<file path="src/rtl/adder_cla_pipe.sv">
// Pipelined N-bit adder/subtractor built from 4-bit carry-lookahead groups.
// Each stage resolves one slice of GROUPS_PER_STAGE groups, and all stages advance under one global enable.
module adder_cla_pipe #(
    parameter int WIDTH            = 32,
    parameter int GROUPS_PER_STAGE = 2
) (
    input  logic             clk,
    input  logic             rst,
    input  logic             in_valid,
    output logic             in_ready,
    input  logic [WIDTH-1:0] a,
    input  logic [WIDTH-1:0] b,
    input  logic             c_in,
    input  logic             sub,
    output logic             out_valid,
    input  logic             out_ready,
    output logic [WIDTH-1:0] sum,
    output logic             c_out,
    output logic             overflow,
    output logic             zero
);
    localparam int SLICE_W = 4 * ((GROUPS_PER_STAGE < 1) ? 1 : GROUPS_PER_STAGE);
    localparam int STAGES  = WIDTH / SLICE_W;

    if (GROUPS_PER_STAGE < 1 || WIDTH < SLICE_W || (WIDTH % SLICE_W) != 0) begin : g_param_check
        $error("adder_cla_pipe: WIDTH must be a non-zero multiple of 4*GROUPS_PER_STAGE");
    end

    // 4-bit lookahead group: returns {group carry-out, sum[3:0]}.
    function automatic logic [4:0] cla4(input logic [3:0] x, input logic [3:0] y, input logic ci);
        logic [3:0] p, g, c;
        logic       grp_p, grp_g;
        p     = x ^ y;
        g     = x & y;
        c[0]  = ci;
        c[1]  = g[0] | (p[0] & ci);
        c[2]  = g[1] | (p[1] & g[0]) | (p[1] & p[0] & ci);
        c[3]  = g[2] | (p[2] & g[1]) | (p[2] & p[1] & g[0]) | (p[2] & p[1] & p[0] & ci);
        grp_p = &p;
        grp_g = g[3] | (p[3] & g[2]) | (p[3] & p[2] & g[1]) | (p[3] & p[2] & p[1] & g[0]);
        return {grp_g | (grp_p & ci), p ^ c};
    endfunction

    logic             advance;
    logic             out_valid_q, c_out_q, overflow_q, zero_q;
    logic [WIDTH-1:0] sum_q;

    assign advance  = !out_valid_q || out_ready;
    assign in_ready = advance && !rst;

    for (genvar k = 0; k < STAGES; k++) begin : g_stage
        localparam int LO  = k * SLICE_W;
        localparam int OPW = WIDTH - LO;

        // Unresolved operand bits [WIDTH-1:LO] skew along with the pipeline.
        logic               v_q, c_q;
        logic [OPW-1:0]     a_q, b_q;
        logic [SLICE_W-1:0] slice_sum;
        logic               slice_cout;

        always_comb begin : slice_logic
            logic       carry;
            logic [4:0] r;
            // NOTE: blocking assignments here so the group carry ripples through the loop in order.
            carry     = c_q;
            r         = '0;
            slice_sum = '0;
            for (int g = 0; g < GROUPS_PER_STAGE; g++) begin
                r                  = cla4(a_q[4*g +: 4], b_q[4*g +: 4], carry);
                slice_sum[4*g +: 4] = r[3:0];
                carry              = r[4];
            end
            slice_cout = carry;
        end

        if (k == 0) begin : g_first
            always_ff @(posedge clk) begin
                if (rst) begin
                    v_q <= 1'b0;
                end else if (advance) begin
                    v_q <= in_valid;
                end
            end

            // NOTE: operand and partial-sum registers carry no reset; only valid bits and outputs need defined values.
            always_ff @(posedge clk) begin
                if (advance) begin
                    a_q <= a;
                    b_q <= sub ? ~b : b;
                    c_q <= sub | c_in;
                end
            end
        end else begin : g_next
            logic [LO-1:0] s_q;

            always_ff @(posedge clk) begin
                if (rst) begin
                    v_q <= 1'b0;
                end else if (advance) begin
                    v_q <= g_stage[k-1].v_q;
                end
            end

            always_ff @(posedge clk) begin
                if (advance) begin
                    a_q <= g_stage[k-1].a_q[OPW+SLICE_W-1:SLICE_W];
                    b_q <= g_stage[k-1].b_q[OPW+SLICE_W-1:SLICE_W];
                    c_q <= g_stage[k-1].slice_cout;
                end
            end

            if (k == 1) begin : g_s1
                always_ff @(posedge clk) begin
                    if (advance) s_q <= g_stage[0].slice_sum;
                end
            end else begin : g_sn
                always_ff @(posedge clk) begin
                    if (advance) s_q <= {g_stage[k-1].slice_sum, g_stage[k-1].g_next.s_q};
                end
            end
        end

        if (k == STAGES - 1) begin : g_last
            logic [WIDTH-1:0] sum_d;
            logic             overflow_d;

            if (k == 0) begin : g_sum_one
                assign sum_d = slice_sum;
            end else begin : g_sum_many
                assign sum_d = {slice_sum, g_next.s_q};
            end

            // Carry into the MSB equals a^b^sum at that bit.
            assign overflow_d = a_q[SLICE_W-1] ^ b_q[SLICE_W-1] ^ slice_sum[SLICE_W-1] ^ slice_cout;

            always_ff @(posedge clk) begin
                if (rst) begin
                    out_valid_q <= 1'b0;
                    sum_q       <= '0;
                    c_out_q     <= 1'b0;
                    overflow_q  <= 1'b0;
                    zero_q      <= 1'b0;
                end else if (advance) begin
                    out_valid_q <= v_q;
                    if (v_q) begin
                        sum_q      <= sum_d;
                        c_out_q    <= slice_cout;
                        overflow_q <= overflow_d;
                        zero_q     <= (sum_d == '0);
                    end
                end
            end
        end
    end

    assign out_valid = out_valid_q;
    assign sum       = sum_q;
    assign c_out     = c_out_q;
    assign overflow  = overflow_q;
    assign zero      = zero_q;

endmodule

</file>
<file path="config.mk">
export PLATFORM = sky130hd
export DESIGN_NAME = adder_cla_pipe
export DESIGN_NICKNAME = d
export VERILOG_FILES = /design/src/rtl/adder_cla_pipe.sv
export SDC_FILE = /design/constraint.sdc
export NUM_CORES = 1
export LEC_CHECK = 0
export BUFFER_PORTS_ARGS = -buffer_cell sky130_fd_sc_hd__buf_2
export CAP_MARGIN = 10
export CELL_PAD_IN_SITES_DETAIL_PLACEMENT = 1
export CELL_PAD_IN_SITES_GLOBAL_PLACEMENT = 1
export CORE_ASPECT_RATIO = 1.75
export CORE_MARGIN = 3
export CORE_UTILIZATION = 44
export CTS_CLUSTER_SIZE = 30
export DETAILED_ROUTE_END_ITERATION = 16
export PLACE_DENSITY_LB_ADDON = 0.1
export SLEW_MARGIN = 10
export SYNTH_ARGS = -nofsm -noshare
export SYNTH_HDL_FRONTEND = slang
export SYNTH_SLANG_ARGS = --single-unit
</file>
<file path="constraint.sdc">
create_clock -name clk -period 3.65 [get_ports clk]
set_input_delay 0.365 -clock clk [delete_from_list [all_inputs] [get_ports clk]]
set_output_delay 0.365 -clock clk [all_outputs]
set_load 0.05 [all_outputs]
</file>
==> flow_summary.rst, run 1 <==
.. list-table::
   :header-rows: 1

   * - Metric
     - Value
   * - Result of the run
     - finished clean
   * - Post-DRT Antenna Nets
     - 0
   * - Number of max-slew violations in the final report
     - 0
   * - Die span in y
     - 198.9 um
   * - Final clock skew
     - 0.01023 ns
   * - Number of antenna violations at the first check in global routing
     - 0
   * - H-Tree Level Count
     - 1
   * - Width of the die
     - 116.2 um
   * - Final Hold Viols
     - 0
   * - Peak fanout along the critical path
     - 3
   * - Number of distinct library cells after synthesis
     - 37
   * - Number of inserted diodes
     - 0
   * - Transition time at the pin with the least slew margin
     - 0.9453 ns
   * - Post-synthesis to final-layout area growth
     - 18.35%
   * - Worst skew pair latency
     - 0.51 ns
   * - Synth Flop Type
     - edfxtp_1
   * - Fill cell instance count of the final layout
     - 2057
   * - DRC violation count after routing
     - 0
   * - Fraction of synthesis flops using an asynchronous set or reset pin
     - 0%
   * - Area fraction of the dominant cell type after synthesis
     - 68.07%
   * - Number of buffer cells added on primary ports
     - 106
   * - Number of enable flip-flop cells after synthesis
     - 212
   * - Sequential cell area fraction in the yosys report
     - 76.63%
   * - Kind of start point of the critical path
     - register
   * - Max transition margin
     - 36.98%
   * - TritonCTS clock tree
     - done
   * - Floorplan die area
     - 0.02311 mm^2
   * - Critical path start-end classification
     - register to register
   * - Crit path cell chain
     - ha_1 -> a21oi_1 -> nor2_1 -> or3_2 -> fa_1 -> nor4b_1 -> nand4_1 -> nor2_1 -> nand2_1 -> or4b_1 -> a21oi_1
   * - Final wirelength
     - 15740 um
   * - Number of detailed-routing iterations run before antenna repair
     - 4
   * - Worst VDD drop
     - 0.3783 mV
   * - Routability congestion estimate
     - 0.7455
   * - Count of state elements after synthesis
     - 252
   * - Total power per unit cell area
     - 600.1 mW/mm^2
   * - Most frequent standard cell in the layout excluding fill and tap cells
     - edfxtp_1
   * - Clock sink count
     - 252
   * - Wire length of the first global-routing pass
     - 25590 um
   * - Fraction of power spent switching nets
     - 21.36%
   * - Cell area after synthesis
     - 0.009353 mm^2
   * - Highest clock frequency the design can meet
     - 310.1 MHz
   * - WP data arrival
     - 3.66 ns
   * - RSZ-0062 raised after global routing
     - no
   * - Largest net degree at the start of global routing
     - 153
   * - Gate power share
     - 7.7%
   * - P_sw
     - 1.419 mW
   * - Max Cap Viol
     - 0
   * - DRT iter0 DRCs
     - 300
   * - Final count of negative-setup-slack endpoints
     - 0
   * - Total congestion overflow after global routing
     - 0
   * - Clock transition at the register clock pins on the worst setup and hold paths after CTS
     - 0.06 ns
   * - Average footprint of a synthesized cell
     - 15.88 um^2
   * - HPWL reported at the end of detailed placement
     - 10700 um
   * - Starting density of the core
     - 44.68%
   * - Share of total power in sequential cells
     - 55.4%
   * - Fin nets
     - 828
   * - Area of the core
     - 0.02093 mm^2
   * - Drt via density
     - 4.904
   * - Clock buffer count from CTS
     - 24
   * - Global Route Usage Sum
     - 14.16%
   * - Period utilisation layout
     - 88.34%
   * - YS warnings
     - 0
   * - Layout cells sized above 1
     - 20.38%
   * - Detail-routed net length per standard cell
     - 15.93 um
   * - Net count after synthesis
     - 699
   * - Critical path capture point type
     - register
   * - Biggest cell delay along the critical path
     - 0.47 ns
   * - Number of ports placed on the die boundary
     - 107
   * - Root buf cell
     - clkbuf_16
   * - Final core occ
     - 52.88%
   * - Number of global-route vias before repair
     - 5264
   * - Data required time of the critical path
     - 4.08 ns
   * - Multi-input combinational cell area
     - 0.002018 mm^2
   * - Vias
     - 4845
   * - Standard cell with the maximum stage delay on the critical path
     - fa_1
   * - Footprint of the flip-flops and latches
     - 0.007167 mm^2
   * - Accumulated negative setup slack
     - 0 ns
   * - Final critical path time including I/O delays and setup
     - 3.224 ns
   * - Relative contribution of the clock network to total power
     - 36.9%
   * - Mapped Cells
     - 589
   * - Cell-internal power
     - 5.224 mW
   * - Class of the tightest hold or removal check
     - input port to register
   * - Leak
     - 4.432 nW
   * - Cell taking the most area after synthesis
     - edfxtp_1
   * - Floorplan row count
     - 70
   * - Top library cells by usage in the layout, fill and taps aside
     - 212 x edfxtp_1, 106 x buf_2, 79 x nand2_1
   * - Worst-case clock buffer depth
     - 3
   * - Top area cells in the synthesized netlist
     - edfxtp_1 68%, dfxtp_1 8.6%, ha_1 4.3%, xor2_1 3.8%, nand2_1 3.2%
[synthesized netlist by cell type, types with 2 or more instances]
cell / n
or2_2: 2
nand4_1: 2
nand2b_1: 7
nor4_1: 5
a211oi_1: 4
o21bai_1: 2
xnor2_1: 12
nor3_1: 2
ha_1: 32
a21oi_1: 45
a21o_1: 3
edfxtp_1: 212
nor2_1: 26
clkbuf_1: 10
mux2i_1: 2
buf_2: 5
o311a_1: 3
o21ai_0: 10
nand2_1: 79
dfxtp_1: 40
xor2_1: 41
inv_1: 23
fa_1: 8
[what timing repair did]
action | CTS | global route
hold endpoints to repair | 13 | 0
gates resized for setup | 0 | 0
buffers inserted | 0 | 0
hold buffers | 13 | 0
[worst max-delay path: cells and delay by family, from the launching register on]
kind | cells | cell delay [ns]
AOI/OAI and AO/OA | 2 | 0.39
adders and majority gates | 2 | 0.79
and+or+nand+nor | 7 | 1.59
DFF | 1 | 0.39
[final timing paths]
check | depth (start not counted) | from | slack [ns] | to
setup / recovery | 11 | g_stage[3].a_q[0] | 0.43 | zero
hold / removal | 1 | a[11] | 0.03 | g_stage[0].a_q[11]
setup reg to reg | 11 | g_stage[3].a_q[0] | 0.43 | zero
hold reg to reg | 0 | g_stage[1].g_next.s_q[6] | 0.41 | g_stage[2].g_next.s_q[6]
[power by group through the flow]
stage | logic (mW) | registers (mW) | clock network [mW]
detailed placement | 0.515 | 3.75 | 0
global placement | 0.485 | 3.72 | 0
global route | 0.588 | 3.72 | 2.67
CTS | 0.529 | 3.69 | 2.54
floorplan | 0.333 | 3.71 | 0
finish | 0.513 | 3.68 | 2.45
[per-layer routing]
metal  routed length [um]  vias to the layer above  share of wire, %  global-route usage [%]
li1                     -                     2370                 -                       -
met1                 5754                     2357                37                   15.25
met2                 9033                      105                57                   27.03
met3                  664                       13               4.2                   2.801
met4                  283                        0               1.8                   4.774
met5                    0                        -                 0                       0
[stage by stage]
stage	std cells	hold WS [ns]	worst slack (ns)	power [mW]	instance area, um^2
4_1_cts	988	0.0003567	0.3836	6.759	11070
5_1_grt	988	0.003092	0.1472	6.971	11070
6_report	988	0.02899	0.4257	6.643	11070
3_5_place_dp	931	0.4056	0.3962	4.261	10150
2_1_floorplan	589	0.4003	0.5845	4.040	9356
3_3_place_gp	931	0.4018	0.5256	4.209	10150
[sequential cells by signal (all words and copies together) (netlist names)]
name / count
out_valid: 1
sum: 32
g_stage.b_q: 80
g_stage.g_next.s_q: 48
overflow: 1
g_stage.a_q: 80
g_stage.c_q: 4
g_stage.v_q: 4
c_out: 1
zero: 1
[logic make-up (layout without fill, tap and decap cells)]
| family | count (synthesis) | after routing | synth area share [%] |
|---|---|---|---|
| AOI/OAI and AO/OA | 69 | 69 | 4.241 |
| xor gates and xnor gates | 53 | 53 | 4.963 |
| adders and majority gates | 40 | 40 | 5.993 |
| buffers and inverters | 41 | 188 | 1.806 |
| DFF | 252 | 252 | 76.63 |
| muxes | 2 | 2 | 0.2141 |
| and+or+nand+nor | 132 | 132 | 6.154 |
[final cells by class]
type,count,share of cell area (%)
clock buffers,29,5.787
clock inverters,15,1.356
inverters,24,0.8817
multi-input cells,296,18.23
flip-flops and latches,252,64.74
well taps,252,2.848
repair buffers,120,6.149
No activity file was read; power rests on OpenSTA's default activity.
==> run 2, diff against run 1 <==
- ABC_AREA: default -> 1
==> flow_summary.rst, run 2 <==
.. list-table::
   :header-rows: 1

   * - Metric
     - Value
   * - Layout cells sized above 1
     - 22.09%
   * - Vias
     - 4970
   * - Final wirelength
     - 15650 um
   * - Clock transition at the register clock pins on the worst setup and hold paths after CTS
     - 0.06 ns
   * - Sequential cell area fraction in the yosys report
     - 75.31%
   * - Transition time at the pin with the least slew margin
     - 0.9578 ns
   * - Floorplan die area
     - 0.02350 mm^2
   * - Clock sink count
     - 252
   * - TritonCTS clock tree
     - done
   * - Accumulated negative setup slack
     - 0 ns
   * - Routability congestion estimate
     - 0.7806
   * - Final Hold Viols
     - 0
   * - Top library cells by usage in the layout, fill and taps aside
     - 212 x edfxtp_1, 106 x buf_2, 66 x nor2_1
   * - Number of distinct library cells after synthesis
     - 32
   * - Worst-case clock buffer depth
     - 3
   * - Fraction of synthesis flops using an asynchronous set or reset pin
     - 0%
   * - Final clock skew
     - 0.009374 ns
   * - Standard cell with the maximum stage delay on the critical path
     - edfxtp_1
   * - Largest family of logic cells by synthesized area
     - simple AND/OR/NAND/NOR gates
   * - Number of hold-repair buffers added at the cts stage
     - 0
   * - Worst skew pair latency
     - 0.50 ns
   * - Most numerous cell in the Yosys netlist
     - edfxtp_1
   * - Max transition margin
     - 36.08%
   * - Critical path start-end classification
     - register to register
   * - Post-synthesis to final-layout area growth
     - 16.20%
   * - YS warnings
     - 0
   * - WP data arrival
     - 2.77 ns
   * - Clock buffer count from CTS
     - 23
   * - Critical path capture point type
     - register
   * - Global Route Usage Sum
     - 13.49%
   * - Summed area of non-filler cells in the final layout
     - 0.01106 mm^2
   * - Mux cell area share after synthesis
     - 0%
   * - Wire length of the first global-routing pass
     - 25560 um
   * - Fin nets
     - 859
   * - Total congestion overflow after global routing
     - 0
   * - Largest net degree at the start of global routing
     - 165
   * - Peak fanout along the critical path
     - 3
   * - Detail-routed net length per standard cell
     - 14.86 um
   * - Number of inserted diodes
     - 0
   * - Cell taking the most area after synthesis
     - edfxtp_1
   * - Top delay family on crit path
     - simple AND/OR/NAND/NOR gates
   * - Mapped Cells
     - 629
   * - CP bufs+invs
     - 1
   * - Starting density of the core
     - 45.09%
   * - Tot Pwr
     - 6.594 mW
   * - Smallest setup slack after layout
     - 1.316 ns
   * - Synth Flop Type
     - edfxtp_1
   * - Max Cap Viol
     - 0
   * - Xor-xnor portion of the synthesized cell area
     - 4.326%
   * - Post-cts resize count
     - 0
   * - Final count of negative-setup-slack endpoints
     - 0
   * - RSZ-0062 raised after global routing
     - no
   * - Data required time of the critical path
     - 4.08 ns
   * - Drt via density
     - 4.720
   * - Cell area after synthesis
     - 0.009517 mm^2
   * - Number of antenna violations at the first check in global routing
     - 0
   * - Post-CTS setup-driven buffer insertion count
     - 0
   * - Critical path depth
     - 13
   * - Share of synthesized cell area in and, or, nand and nor gates
     - 7.271%
   * - Leak
     - 4.706 nW
   * - Root buf cell
     - clkbuf_16
   * - Area of the core
     - 0.02111 mm^2
   * - Crit path cell chain
     - ha_1 -> nand2_1 -> nand2_1 -> nand3_2 -> nand2_2 -> fa_1 -> inv_1 -> nand3_1 -> nor3_1 -> nand3_1 -> nor2_1 -> nand3_1 -> a21oi_1
   * - Post-DRT Antenna Nets
     - 0
   * - Average footprint of a synthesized cell
     - 15.13 um^2
   * - Number of global-route vias before repair
     - 5343
   * - Period utilisation layout
     - 63.95%
   * - Width of the die
     - 117.2 um
   * - HPWL reported at the end of detailed placement
     - 10590 um
   * - Compound-cell area share of the yosys netlist
     - 4.602%
   * - Ranking of synthesized cells by instance count
     - 212 x edfxtp_1, 66 x nor2_1, 48 x inv_1
   * - Worst setup timing slack at the placement stage
     - 1.303 ns
   * - DRT iter0 DRCs
     - 238
   * - Kind of start point of the critical path
     - register
   * - Die span in y
     - 200.6 um
   * - Top area cells in the synthesized netlist
     - edfxtp_1 67%, dfxtp_1 8.4%, ha_1 4.2%, xor2_1 4.0%, nor2_1 2.6%
   * - Count of state elements after synthesis
     - 252
   * - Final critical path time including I/O delays and setup
     - 2.334 ns
   * - Number of max-slew violations in the final report
     - 0
   * - Registers with the most flip-flops
     - g_stage.a_q: 80 flops, g_stage.b_q: 80 flops, g_stage.g_next.s_q: 48 flops
   * - Final core occ
     - 52.39%
   * - Number of enable flip-flop cells after synthesis
     - 212
   * - Highest clock frequency the design can meet
     - 428.4 MHz
   * - Result of the run
     - finished clean
   * - Total power per unit cell area
     - 596.3 mW/mm^2
   * - Class of the tightest hold or removal check
     - input port to register
   * - Hold Crit Depth
     - 1
   * - Biggest cell delay along the critical path
     - 0.42 ns
   * - H-Tree Level Count
     - 1
   * - Most used cell, CP
     - nand3_1
   * - Fill cell instance count of the final layout
     - 2111
   * - R2R depth
     - 13
   * - DRC violation count after routing
     - 0
   * - Worst VDD drop
     - 0.4017 mV
   * - Share of synthesized cell area in full adder, half adder and majority cells
     - 5.890%
   * - Number of buffer cells added on primary ports
     - 106
   * - Placement-stage cell area
     - 0.01038 mm^2
   * - Number of ports placed on the die boundary
     - 107
   * - Floorplan row count
     - 70
   * - Area fraction of the dominant cell type after synthesis
     - 66.89%
   * - Number of detailed-routing iterations run before antenna repair
     - 4
   * - Net count after synthesis
     - 739
   * - Most frequent standard cell in the layout excluding fill and tap cells
     - edfxtp_1
==> run 2: worst paths after layout <==
path                                               start                  endpoint  slack, ns
worst min register to register  g_stage[2].g_next.s_q[0]  g_stage[3].g_next.s_q[0]       0.41
worst min-delay path                                a[4]         g_stage[0].a_q[4]       0.04
worst max-delay path                   g_stage[3].b_q[0]                      zero       1.32
worst max register to register         g_stage[3].b_q[0]                      zero       1.32
==> run 2: layer usage <==
metal / global-route usage (%) / wire, um / vias up
met5: 0 / 0 / -
met4: 4.510 / 385 / 0
met3: 2.474 / 710 / 25
met2: 24.66 / 8429 / 103
met1: 15.40 / 6122 / 2405
li1: - / - / 2437
==> run 2: stage by stage <==
stage / instances / hold slack (ns)
after floorplan: 629 / 0.4003
after global placement: 1012 / 0.4007
after detailed placement: 1012 / 0.4052
after CTS: 1053 / 0.01746
after global routing: 1053 / 0.01641
final: 1053 / 0.04068
==> run 2: power breakdown <==
part,switching [mW],internal (mW),leakage (nW)
clock network,0.958,1.23,0.338
registers,0.153,3.59,2.57
logic,0.401,0.259,1.80
==> run 2: cell families after synthesis <==
family                   after synthesis
AO/OA/AOI/OAI                         72
XOR/XNOR                              47
adder cells (fa/ha/maj)               40
buffers and inverters                 62
flip-flops                           252
AND/OR/NAND/NOR                      156
==> run 2: final cells by class <==
type	instances	area, um^2	area share [%]
Sequential cell	252	7167	64.81
Multi-Input combinational cell	315	2111	19.09
Clock buffer	30	601.8	5.442
Timing Repair Buffer	108	558.0	5.046
Tap cell	288	360.3	3.259
Inverter	49	183.9	1.663
Clock inverter	11	76.32	0.6902
